[src/rtl/dmem_arbiter.sv]
// dmem_arbiter: shares one data-memory port between the core MEM stage and a
// debug/load port. Each access runs IDLE -> ISSUE -> WAIT (MEM_LAT cycles) -> RESP.
// The core wins by default. The debug port is guaranteed a slot after STARVE_MAX
// consecutive core grants made while it was waiting.
//
// Handshake: a requester raises *_req with stable we/addr/wdata and holds it until
// its *_rvalid pulse. *_rvalid is high for exactly one cycle, and *_rdata is valid
// with it (0 for writes). A req that is still high in the rvalid cycle counts as a
// new request. Dropping req after the grant does not cancel the access.
module dmem_arbiter #(
  parameter int AW         = 32,
  parameter int DW         = 32,
  parameter int MEM_LAT    = 1,
  parameter int STARVE_MAX = 4
) (
  input  logic          clk,
  input  logic          reset,
  input  logic          core_req,
  input  logic          core_we,
  input  logic [AW-1:0] core_addr,
  input  logic [DW-1:0] core_wdata,
  output logic          core_stall,
  output logic          core_rvalid,
  output logic [DW-1:0] core_rdata,
  input  logic          dbg_req,
  input  logic          dbg_we,
  input  logic [AW-1:0] dbg_addr,
  input  logic [DW-1:0] dbg_wdata,
  output logic          dbg_gnt,
  output logic          dbg_rvalid,
  output logic [DW-1:0] dbg_rdata,
  output logic          mem_en,
  output logic          mem_we,
  output logic [AW-1:0] mem_addr,
  output logic [DW-1:0] mem_wdata,
  input  logic [DW-1:0] mem_rdata,
  output logic          busy
);

  localparam int              SW         = $clog2(STARVE_MAX + 1);
  localparam logic [SW-1:0]   STARVE_LIM = SW'(STARVE_MAX);
  localparam logic [2:0]      WAIT_LOAD  = 3'(MEM_LAT - 1);

  typedef enum logic [1:0] {
    S_IDLE  = 2'd0,
    S_ISSUE = 2'd1,
    S_WAIT  = 2'd2,
    S_RESP  = 2'd3
  } state_e;

  state_e          state_q,       state_d;
  logic            owner_dbg_q,   owner_dbg_d;
  logic            lat_we_q,      lat_we_d;
  logic [AW-1:0]   lat_addr_q,    lat_addr_d;
  logic [DW-1:0]   lat_wdata_q,   lat_wdata_d;
  logic [2:0]      wait_cnt_q,    wait_cnt_d;
  logic [SW-1:0]   starve_cnt_q,  starve_cnt_d;
  logic            mem_en_q,      mem_en_d;
  logic            mem_we_q,      mem_we_d;
  logic            dbg_gnt_q,     dbg_gnt_d;
  logic            core_rvalid_q, core_rvalid_d;
  logic            dbg_rvalid_q,  dbg_rvalid_d;
  logic [DW-1:0]   core_rdata_q,  core_rdata_d;
  logic [DW-1:0]   dbg_rdata_q,   dbg_rdata_d;
  logic            busy_q,        busy_d;
  logic [DW-1:0]   resp_data;
  logic            starve_full;

  assign starve_full = (starve_cnt_q == STARVE_LIM);

  // Next-state, grant decision and registered-output values for the access FSM.
  always_comb begin
    state_d       = state_q;
    owner_dbg_d   = owner_dbg_q;
    lat_we_d      = lat_we_q;
    lat_addr_d    = lat_addr_q;
    lat_wdata_d   = lat_wdata_q;
    wait_cnt_d    = wait_cnt_q;
    starve_cnt_d  = starve_cnt_q;
    mem_en_d      = 1'b0;
    mem_we_d      = 1'b0;
    dbg_gnt_d     = 1'b0;
    core_rvalid_d = 1'b0;
    dbg_rvalid_d  = 1'b0;
    core_rdata_d  = core_rdata_q;
    dbg_rdata_d   = dbg_rdata_q;
    resp_data     = '0;
    case (state_q)
      S_IDLE: begin
        if (dbg_req && (!core_req || starve_full)) begin
          state_d      = S_ISSUE;
          owner_dbg_d  = 1'b1;
          lat_we_d     = dbg_we;
          lat_addr_d   = dbg_addr;
          lat_wdata_d  = dbg_wdata;
          mem_en_d     = 1'b1;
          mem_we_d     = dbg_we;
          dbg_gnt_d    = 1'b1;
          starve_cnt_d = '0;
        end else if (core_req) begin
          state_d      = S_ISSUE;
          owner_dbg_d  = 1'b0;
          lat_we_d     = core_we;
          lat_addr_d   = core_addr;
          lat_wdata_d  = core_wdata;
          mem_en_d     = 1'b1;
          mem_we_d     = core_we;
          // Count only core grants that made a waiting debug request lose.
          if (!dbg_req) begin
            starve_cnt_d = '0;
          end else if (!starve_full) begin
            starve_cnt_d = starve_cnt_q + SW'(1);
          end
        end
      end
      S_ISSUE: begin
        state_d    = S_WAIT;
        wait_cnt_d = WAIT_LOAD;
      end
      S_WAIT: begin
        if (wait_cnt_q == 3'd0) begin
          // Last wait cycle: memory data is valid now, so load it straight
          // into the owner's rdata register for presentation in RESP.
          state_d   = S_RESP;
          resp_data = lat_we_q ? '0 : mem_rdata;
          if (owner_dbg_q) begin
            dbg_rvalid_d = 1'b1;
            dbg_rdata_d  = resp_data;
          end else begin
            core_rvalid_d = 1'b1;
            core_rdata_d  = resp_data;
          end
        end else begin
          wait_cnt_d = wait_cnt_q - 3'd1;
        end
      end
      S_RESP: begin
        state_d = S_IDLE;
      end
      default: begin
        state_d = S_IDLE;
      end
    endcase
    busy_d = (state_d != S_IDLE);
  end

  // State and registered outputs; reset drops any in-flight access at once.
  always_ff @(posedge clk or negedge reset) begin
    if (!reset) begin
      state_q       <= S_IDLE;
      owner_dbg_q   <= 1'b0;
      lat_we_q      <= 1'b0;
      lat_addr_q    <= '0;
      lat_wdata_q   <= '0;
      wait_cnt_q    <= '0;
      starve_cnt_q  <= '0;
      mem_en_q      <= 1'b0;
      mem_we_q      <= 1'b0;
      dbg_gnt_q     <= 1'b0;
      core_rvalid_q <= 1'b0;
      dbg_rvalid_q  <= 1'b0;
      core_rdata_q  <= '0;
      dbg_rdata_q   <= '0;
      busy_q        <= 1'b0;
    end else begin
      state_q       <= state_d;
      owner_dbg_q   <= owner_dbg_d;
      lat_we_q      <= lat_we_d;
      lat_addr_q    <= lat_addr_d;
      lat_wdata_q   <= lat_wdata_d;
      wait_cnt_q    <= wait_cnt_d;
      starve_cnt_q  <= starve_cnt_d;
      mem_en_q      <= mem_en_d;
      mem_we_q      <= mem_we_d;
      dbg_gnt_q     <= dbg_gnt_d;
      core_rvalid_q <= core_rvalid_d;
      dbg_rvalid_q  <= dbg_rvalid_d;
      core_rdata_q  <= core_rdata_d;
      dbg_rdata_q   <= dbg_rdata_d;
      busy_q        <= busy_d;
    end
  end

  assign mem_en      = mem_en_q;
  assign mem_we      = mem_we_q;
  assign mem_addr    = lat_addr_q;
  assign mem_wdata   = lat_wdata_q;
  assign dbg_gnt     = dbg_gnt_q;
  assign core_rvalid = core_rvalid_q;
  assign dbg_rvalid  = dbg_rvalid_q;
  assign core_rdata  = core_rdata_q;
  assign dbg_rdata   = dbg_rdata_q;
  assign busy        = busy_q;
  assign core_stall  = core_req & ~core_rvalid_q;

endmodule

[config.mk]
export PLATFORM = sky130hd
export DESIGN_NAME = dmem_arbiter
export DESIGN_NICKNAME = d
export VERILOG_FILES = /design/src/rtl/dmem_arbiter.sv
export SDC_FILE = /design/constraint.sdc
export NUM_CORES = 1
export LEC_CHECK = 0
export BUFFER_PORTS_ARGS = -buffer_cell sky130_fd_sc_hd__buf_2
export CAP_MARGIN = 20
export CELL_PAD_IN_SITES_DETAIL_PLACEMENT = 1
export CELL_PAD_IN_SITES_GLOBAL_PLACEMENT = 1
export CORE_MARGIN = 2
export CORE_UTILIZATION = 35
export DETAILED_ROUTE_END_ITERATION = 6
export PLACE_DENSITY = 0.88
export SKIP_CTS_REPAIR_TIMING = 1
export SLEW_MARGIN = 15
export SYNTH_ARGS = -nofsm -noshare
export SYNTH_HDL_FRONTEND = slang
export SYNTH_SLANG_ARGS = --single-unit
[constraint.sdc]
create_clock -name clk -period 2.15 [get_ports clk]
set_input_delay 0 -clock clk [delete_from_list [all_inputs] [get_ports clk]]
set_output_delay 0 -clock clk [all_outputs]
set_load 0.005 [all_outputs]
==> results.sh <==
export IMPL_synth_edf_count=0
export IMPL_clk_pin_slew_ns=0.06
export IMPL_setup_slack_ns=0.2187
export IMPL_cp_end_kind="flip-flop"
export IMPL_drtIter0Drc=365
export IMPL_power_uw=13570
export IMPL_pre_cts_ws_ns=0.4218
export IMPL_start_util=0.3571
export IMPL_worstMarginPinSlew_ns=0.5981
export IMPL_synth_area_leaders="dfrtp_1 (54%), o211ai_2 (11%), nand2_1 (11%)"
export IMPL_hold_class="in -> async"
export IMPL_grt_pass1_vias=6676
export IMPL_netlist_instances=677
export IMPL_cp_top_family="buffers and inverters"
export IMPL_grt_usage=0.2189
export IMPL_cp_cell_sequence="inv_1, ha_2, buf_4, nand4_1, o21ai_1, dlygate4sd3_1"
export IMPL_wl_per_cell_um=21.57
export IMPL_post_dp_hpwl_um=15770
export IMPL_finalSetupViolations=0
export IMPL_layout_drive_gt1_share=0.3664
export IMPL_post_route_drc_count=0
export IMPL_grt_pass1_wl_um=34710
export IMPL_cp_depth=6
export IMPL_gp_congestion=0.7686
export IMPL_cts_sinks=144
export IMPL_rows=50
export IMPL_cp_num_buf_inv=3
export IMPL_antenna_left=0
export IMPL_rsz0062_at_grt="false"
export IMPL_synth_top_area_frac=0.5394
export IMPL_routed_wl_um=29590
export IMPL_htree_levels=4
export IMPL_core_area_um2=18710
export IMPL_max_freq_mhz=517.8
export IMPL_yosysSeqAreaShare=0.5394
export IMPL_io_buffers=300
export IMPL_ys_types=32
export IMPL_syn_num_nets=850
export IMPL_ir_drop_v=0.0006293
export IMPL_synth_top_cell_by_area="dfrtp_1"
export IMPL_status="finished clean"
export IMPL_final_cells=1372
export IMPL_slowest_delay_ns=0.55
export IMPL_netlist_area_um2=6680
export IMPL_nNetsFinal=1290
export IMPL_crit_fanout=22
export IMPL_cts_buffer_depth=2
export IMPL_num_vias=7313
export IMPL_tritoncts="yes"
export IMPL_fin_skew_ns=0.01162
export IMPL_cap_violations=0
export IMPL_crit_type="reg -> reg"
export IMPL_top_usage_layer="met2"
export IMPL_fin_crit_sh=0.8983
export IMPL_dieArea_um2=20210
export IMPL_syn_to_final_growth_pct=60.31
export IMPL_hold_viol_final=0
export IMPL_finalSetupTns_ns=0
export IMPL_antenna_found_initial=3
export IMPL_synthTopCellsByCount="nand2_1 (199), dfrtp_1 (144), nand4_1 (65), o211ai_2 (60), o21ai_1 (42)"
export IMPL_numCtsBuffers=17
export IMPL_final_max_slew_viol_count=0
export IMPL_die_w_um=142.2
export IMPL_vias_per_cell=5.330
export IMPL_r2r_worst_path_cells=6
export IMPL_synth_flop_cell="dfrtp_1"
export IMPL_io_pins=301
export IMPL_gr_usage_met2=0.3822
export IMPL_worstPathArrival_ns=2.28
export IMPL_async_flop_share=1.000
export IMPL_period_minus_slack_ns=1.931
export IMPL_avgSynthCellArea_um2=9.867
export IMPL_powerDensity_nw_per_um2=1267
export IMPL_startpoint_type="flip-flop"
export IMPL_use_met3=0.05350
export IMPL_yosysMostFrequentCell="nand2_1"
export IMPL_root_buffer="clkbuf_16"
export IMPL_grt_overflow=0
export IMPL_first_pass_iters=5
export IMPL_met1_usage=0.2635
export IMPL_grt_max_degree=66
export IMPL_fp_dieH_um=142.2
export IMPL_clkLatencyLatePin_ns=0.42
export IMPL_placedCellCount=1167
export IMPL_yosysWarningCount=0
export IMPL_slowest_stage="dlygate4sd3_1"
export IMPL_synth_seq_cells=144
export IMPL_cp_required_ns=2.50
export IMPL_slew_headroom=0.6013
export IMPL_power_leakage_uw=0.005330
==> worst register-to-register path: stages (launching register included) <==
cell and delay (ns):
dfrtp_1 0.38, inv_1 0.10, ha_2 0.28, buf_4 0.31, nand4_1 0.16, o21ai_1 0.09, dlygate4sd3_1 0.55
==> report_power, final <==
group          leakage (uW)  internal [uW]  switching [uW]
combinational       0.00324           2420            3370
clock              0.000287           1770            1260
sequential          0.00180           3940             816
total               0.00533           8130            5440
==> stage by stage <==
stage / cell area (um2) / util / hold slack [ns]
final: 10710 / 0.5725 / 0.04748
after global routing: 10700 / 0.5718 / 0.06275
after CTS: 9037 / 0.4831 / -0.5244
after detailed placement: 8442 / 0.4513 / -0.07864
after global placement: 8442 / 0.4513 / -0.08484
after floorplan: 6680 / - / -0.2956
==> layout make-up <==
type / count / area [um2]
antenna: 8 / 20.02
clock buffer: 19 / 442.9
clock inverter: 13 / 152.6
fill: 2082 / 7996
inverter: 11 / 41.29
multi-input combinational: 461 / 2756
sequential: 144 / 3603
tap: 234 / 292.8
timing repair buffer: 482 / 3400
==> path summary, 6_finish.rpt <==
kind	from	endpoint	slack, ns
setup / recovery	state_q[0]	mem_we	0.22
hold / removal	reset	dbg_rdata[14]	0.05
setup reg to reg	state_q[0]	mem_we	0.22
hold reg to reg	dbg_rdata[3]	dbg_rdata[3]	0.48
max in group asynchronous	reset	dbg_rdata[17]	1.41
min in group clk	dbg_req	mem_addr[14]	0.20
==> cells by family (layout without fill, tap and decap cells) <==
logic type | after synthesis | in the layout | synth area share
adder cells (fa/ha/maj) | 7 | 7 | 0.01311
other | 0 | 8 | 0
buffers and inverters | 72 | 525 | 0.05057
AND/OR/NAND/NOR | 310 | 310 | 0.2145
flip-flops | 144 | 144 | 0.5394
AO/OA/AOI/OAI | 144 | 144 | 0.1824
==> cell usage in the layout, fill, tap and decap left out, drive strengths merged <==
cell type	netlist	routed
a21bo	1	1
a21o	2	2
a21oi	2	2
a31o	1	1
a31oi	1	1
a32o	1	1
and2	1	1
and3	1	1
and3b	1	1
buf	26	317
bufinv	0	2
clkbuf	35	19
clkinv	0	4
clkinvlp	0	2
dfrtp	144	144
diode	0	8
dlygate4sd3	0	165
ha	7	7
inv	11	16
nand2	199	199
nand2b	34	34
nand3	2	2
nand3b	1	1
nand4	65	65
nor2	4	4
nor2b	1	1
o211ai	65	65
o21ai	68	68
o2bb2ai	2	2
o32ai	1	1
or2	1	1
==> metal layers <==
layer	routed length, um	vias up	share of wire
met3	1925	71	0.065
li1	-	3237	-
met5	0	-	0
met2	15170	357	0.51
met4	1102	0	0.037
met1	11400	3648	0.39
==> flip-flops by register name, indices dropped and copies added, names as in the netlist <==
register and flops:
dbg_rvalid 1, mem_en 1, lat_we_q 1, dbg_rdata 32, mem_we 1, core_rdata 32, dbg_gnt 1, core_rvalid 1
busy 1, starve_cnt_q 3, mem_addr 32, wait_cnt_q 3, owner_dbg_q 1, mem_wdata 32, state_q 2
No activity file was read; power rests on OpenSTA's default activity.
